$ cat src/rtl/spi_responder.sv
// Slave-side SPI engine for one execution unit: receives an operand/opcode packet,
// hands it to the compute core, and streams the core's result back behind a start bit.
module spi_responder #(
    parameter int unsigned DATA_WIDTH = 16,
    parameter int unsigned OP_WIDTH   = 3
) (
    input  logic                  i_clock,
    input  logic                  i_reset,
    input  logic                  i_nss,
    input  logic                  i_mosi,
    output logic                  o_miso,
    output logic                  o_req_valid,
    output logic [DATA_WIDTH-1:0] o_opa,
    output logic [DATA_WIDTH-1:0] o_opb,
    output logic [OP_WIDTH-1:0]   o_op,
    input  logic                  i_res_valid,
    input  logic [DATA_WIDTH-1:0] i_result,
    output logic                  o_busy,
    output logic                  o_abort
);

    localparam int unsigned PKT_WIDTH = 2 * DATA_WIDTH + OP_WIDTH;
    localparam int unsigned CNT_WIDTH = $clog2(PKT_WIDTH);

    typedef enum logic [4:0] {
        IDLE       = 5'b00001,
        RECV       = 5'b00010,
        COMPUTE    = 5'b00100,
        RESP_START = 5'b01000,
        SEND       = 5'b10000
    } state_t;

    state_t                state_q, state_d;
    logic [CNT_WIDTH-1:0]  cnt_q, cnt_d;
    logic [PKT_WIDTH-1:0]  pkt_q, pkt_d;
    logic [PKT_WIDTH-1:0]  pkt_full;
    logic [DATA_WIDTH-1:0] res_q, res_d;
    logic                  miso_d, req_valid_d, busy_d, abort_d;
    logic [DATA_WIDTH-1:0] opa_d, opb_d;
    logic [OP_WIDTH-1:0]   op_d;

    // Packet as it will look once the bit on the wire this cycle is included.
    assign pkt_full = {i_mosi, pkt_q[PKT_WIDTH-2:0]};

    always_ff @(posedge i_clock or posedge i_reset) begin
        if (i_reset) begin
            state_q     <= IDLE;
            cnt_q       <= '0;
            pkt_q       <= '0;
            res_q       <= '0;
            o_miso      <= 1'b0;
            o_req_valid <= 1'b0;
            o_opa       <= '0;
            o_opb       <= '0;
            o_op        <= '0;
            o_busy      <= 1'b0;
            o_abort     <= 1'b0;
        end else begin
            state_q     <= state_d;
            cnt_q       <= cnt_d;
            pkt_q       <= pkt_d;
            res_q       <= res_d;
            o_miso      <= miso_d;
            o_req_valid <= req_valid_d;
            o_opa       <= opa_d;
            o_opb       <= opb_d;
            o_op        <= op_d;
            o_busy      <= busy_d;
            o_abort     <= abort_d;
        end
    end

    always_comb begin
        state_d     = state_q;
        cnt_d       = cnt_q;
        pkt_d       = pkt_q;
        res_d       = res_q;
        miso_d      = 1'b0;
        req_valid_d = 1'b0;
        abort_d     = 1'b0;
        opa_d       = o_opa;
        opb_d       = o_opb;
        op_d        = o_op;

        case (state_q)
            IDLE: begin
                if (!i_nss && i_mosi) begin
                    state_d = RECV;
                    cnt_d   = '0;
                end
            end
            RECV: begin
                pkt_d[cnt_q] = i_mosi;
                if (cnt_q == CNT_WIDTH'(PKT_WIDTH - 1)) begin
                    state_d     = COMPUTE;
                    cnt_d       = '0;
                    req_valid_d = 1'b1;
                    opa_d       = pkt_full[PKT_WIDTH-1 -: DATA_WIDTH];
                    opb_d       = pkt_full[OP_WIDTH +: DATA_WIDTH];
                    op_d        = pkt_full[OP_WIDTH-1:0];
                end else begin
                    cnt_d = cnt_q + CNT_WIDTH'(1);
                end
            end
            COMPUTE: begin
                if (i_res_valid) begin
                    state_d = RESP_START;
                    cnt_d   = '0;
                    res_d   = i_result;
                    miso_d  = 1'b1;
                end
            end
            RESP_START: begin
                // miso is registered, so each state drives the bit for the following cycle.
                state_d = SEND;
                cnt_d   = '0;
                miso_d  = res_q[0];
                res_d   = res_q >> 1;
            end
            SEND: begin
                if (cnt_q == CNT_WIDTH'(DATA_WIDTH - 1)) begin
                    state_d = IDLE;
                    cnt_d   = '0;
                end else begin
                    miso_d = res_q[0];
                    res_d  = res_q >> 1;
                    cnt_d  = cnt_q + CNT_WIDTH'(1);
                end
            end
            default: begin
                state_d = IDLE;
                cnt_d   = '0;
            end
        endcase

        // Deselect mid-frame wins over every transition above.
        if (state_q != IDLE && i_nss) begin
            state_d     = IDLE;
            cnt_d       = '0;
            pkt_d       = '0;
            res_d       = '0;
            miso_d      = 1'b0;
            req_valid_d = 1'b0;
            abort_d     = 1'b1;
            opa_d       = o_opa;
            opb_d       = o_opb;
            op_d        = o_op;
        end

        busy_d = (state_d != IDLE);
    end

endmodule

$ cat config.mk
export PLATFORM = sky130hd
export DESIGN_NAME = spi_responder
export DESIGN_NICKNAME = d
export VERILOG_FILES = /design/src/rtl/spi_responder.sv
export SDC_FILE = /design/constraint.sdc
export NUM_CORES = 1
export LEC_CHECK = 0
export ABC_AREA = 1
export CORE_ASPECT_RATIO = 1.25
export CORE_MARGIN = 4
export CORE_UTILIZATION = 55
export DETAILED_ROUTE_END_ITERATION = 12
export HOLD_SLACK_MARGIN = 0.05
export PLACE_DENSITY = 0.79
export SLEW_MARGIN = 20
export SYNTH_ARGS = -nofsm -noshare
export SYNTH_HDL_FRONTEND = slang
export SYNTH_SLANG_ARGS = --single-unit
$ cat constraint.sdc
create_clock -name i_clock -period 6.67 [get_ports i_clock]
set_input_delay 1.334 -clock i_clock [delete_from_list [all_inputs] [get_ports i_clock]]
set_output_delay 1.334 -clock i_clock [all_outputs]
set_load 0.005 [all_outputs]
==> flow_summary.ini <==
[drt]
postRouteWirelength_um = 10600
wl_per_cell_um = 13.1
drt-pass1-iter-count = 5
antenna_left = 0
drc = 0
drtIter0Drc = 264
vias = 4298
viasPerCell = 5.33

[cts]
clk_pin_slew_ns = 0.09
htreeDepth = 3
clkLatencyLatePin_ns = 0.37
post_cts_resized = 0
ctsLongestPathBuffers = 2
clockRootBuffer = clkbuf_8
hold_buffers = 0
cts_tree = yes
cts_buffers = 9
postCtsSetupBuffers = 0
clock-sinks = 100

[cells_and_area]
finalNonFillerCells = 806
antenna_cells = 0
areaGrowthSynthToFinish_pct = 16.4
fin_nets = 704
drive_above_1_share = 0.0875

[timing]
tightest_slew_ns = 0.685
maxSlewHeadroom = 0.542
tns_ns = 0
rsz0062_at_grt = no
final-max-slew-violation-count = 0
max_freq_mhz = 321
fin_crit_ns = 3.12
finClkSkew_ns = 0.00925
hold_viol_final = 0
setup_viol = 0
period_share = 0.467

[logic_synthesis]
synth_area_um2 = 4960
synth_area_leader_cell = dfrtp_1
synthFlopType = dfrtp_1
yosysMostFrequentCell = nand2_1
ys_ff_latch = 100
ys_seq_area_frac = 0.505
syn_avg_cell_area_um2 = 7.78
syn_nets = 661
syn-instance-count = 638
synth_common_cells = nand2_1, dfrtp_1, nand3_1
synth_edf_count = 0
ys_types = 27
synth_area_leaders = dfrtp_1, nand2_1, nand3_1, nor2_1, a21oi_1
async_flop_share = 1.00
ys_warn_count = 0
synth_top_area_frac = 0.499

[placed_design]
hpwlAfterDp_um = 7220
place_congestion = 0.859
portBuffers = 59
placedCellCount = 790

[global_routing]
overflow = 0
grt.total_usage = 0.217
grt_pass1_wl_um = 18700
grt_pass1_vias = 4199
grt_max_degree = 69
antenna_found_initial = 0

[worst_setup_path]
path_depth = 6
cp_num_buf_inv = 2
path_class = in2reg
required_ns = 6.93
crit_path_top_delay_cell = clkinv_2
worstRegToRegCells = 8
start_kind = primary input
crit_path_end_kind = flip-flop
crit_fanout = 37
max_stage_delay_ns = 0.58
crit_family = buffers and inverters
crit_path_cell_trace = clkdlybuf4s50_1 -> nand2_2 -> nand2_2 -> clkinv_2 -> nand2_1 -> nand2_1
arrival_ns = 3.37

[worst_hold_path]
hold_path.class = reg2reg
whs_path_depth = 2

[die]
start_util = 0.567
die_width_um = 92.9
die_h_um = 114
design.die.area_um2 = 10600
std_cell_rows = 38
ios = 60
core_um2 = 8750

[power]
p_leak_nw = 2.81
power_density_nw_per_um2 = 208
p_switching_mw = 0.348
sw_frac_of_total = 0.289
pwr-share-comb = 0.136
p_clk_frac = 0.342
peakVddDrop_uv = 111
power_frac_seq = 0.522
internal-power_mw = 0.855

[job]
cap_violations = 0

[outcome]
status = complete, no violations
==> final cells by class <==
type / count / area (um^2)
inverters: 25 / 97.6
fillers: 784 / 2970
repair buffers: 63 / 621
well taps: 120 / 150
multi-input cells: 482 / 2190
clock inverters: 6 / 78.8
flip-flops and latches: 100 / 2500
clock buffers: 10 / 138
==> power groups by stage <==
stage | Sequential, mW | Clock [mW] | Combinational, mW
floorplan | 0.639 | 0 | 0.122
global placement | 0.639 | 0 | 0.162
detailed placement | 0.640 | 0 | 0.165
CTS | 0.628 | 0.424 | 0.165
global route | 0.629 | 0.446 | 0.182
finish | 0.628 | 0.411 | 0.164
==> final timing paths <==
check	to	slack (ns)	start
max	o_opb[8]	3.55	i_nss
min	o_opb[4]	0.48	pkt_q[7]
min in group asynchronous	o_busy	1.39	i_reset
max reg2reg	o_opb[8]	3.84	cnt_q[0]
min reg2reg	o_opb[4]	0.48	pkt_q[7]
max in group asynchronous	pkt_q[9]	4.21	i_reset
==> cells in the final DEF, fill, tap and decap left out <==
cell type / n
nor2_4: 5
nand3_4: 1
inv_2: 7
o21ai_0: 7
buf_4: 4
dfstp_2: 1
nor2_2: 2
nand2_1: 266
inv_6: 1
clkinv_1: 1
inv_1: 15
inv_4: 1
a21oi_1: 37
nand3_2: 13
nor2_8: 1
clkinv_2: 1
clkbuf_8: 10
ha_1: 2
clkinv_4: 2
nand4_2: 1
dfrtp_1: 99
bufinv_16: 1
o22ai_2: 1
nor2_1: 54
nand2_2: 5
nand3_1: 81
nand4_1: 5
clkdlybuf4s50_1: 59
inv_8: 2
nand2_4: 1
==> per-layer routing <==
layer  global-route usage  share of wire  vias up
met5                    0              0        -
met4               0.0997          0.023        0
met3               0.0237          0.040       18
met2                0.393           0.53      110
met1                0.256           0.41     2046
li1                     -              -     2124
==> stage by stage <==
step | util | power, mW | instance area (um^2) | hold WS, ns | setup WS [ns]
finish | 0.660 | 1.20 | 5780 | 0.481 | 3.55
global route | 0.660 | 1.26 | 5780 | 0.506 | 3.36
CTS | 0.660 | 1.22 | 5780 | 0.479 | 3.56
detailed placement | 0.635 | 0.805 | 5560 | 0.455 | 3.17
global placement | 0.635 | 0.802 | 5560 | 0.455 | 3.26
floorplan | - | 0.761 | 4960 | 0.437 | 2.72
==> cell families (layout without fill, tap and decap cells) <==
logic type | Yosys count | after routing | share of synthesized area
buffers and inverters | 56 | 104 | 0.0555
adders and majority gates | 2 | 2 | 0.00504
AOI/OAI and AO/OA | 45 | 45 | 0.0469
and+or+nand+nor | 435 | 435 | 0.388
DFF | 100 | 100 | 0.505
==> registers in the layout, indices dropped and copies added, names as in the netlist <==
| name | flops |
|---|---|
| o_miso | 1 |
| o_req_valid | 1 |
| cnt_q | 6 |
| state_q | 5 |
| o_abort | 1 |
| o_busy | 1 |
| o_opa | 16 |
| res_q | 16 |
| pkt_q | 34 |
| o_opb | 16 |
| o_op | 3 |
==> worst register-to-register path: stages, from the launching register on <==
cell	delay (ns)
dfrtp_1	0.61
inv_1	0.22
ha_1	0.25
nand4_1	0.19
nor2_2	0.07
nand2_2	0.51
clkinv_2	0.58
nand2_1	0.23
nand2_1	0.06
Power figures use the tool's default switching activity.
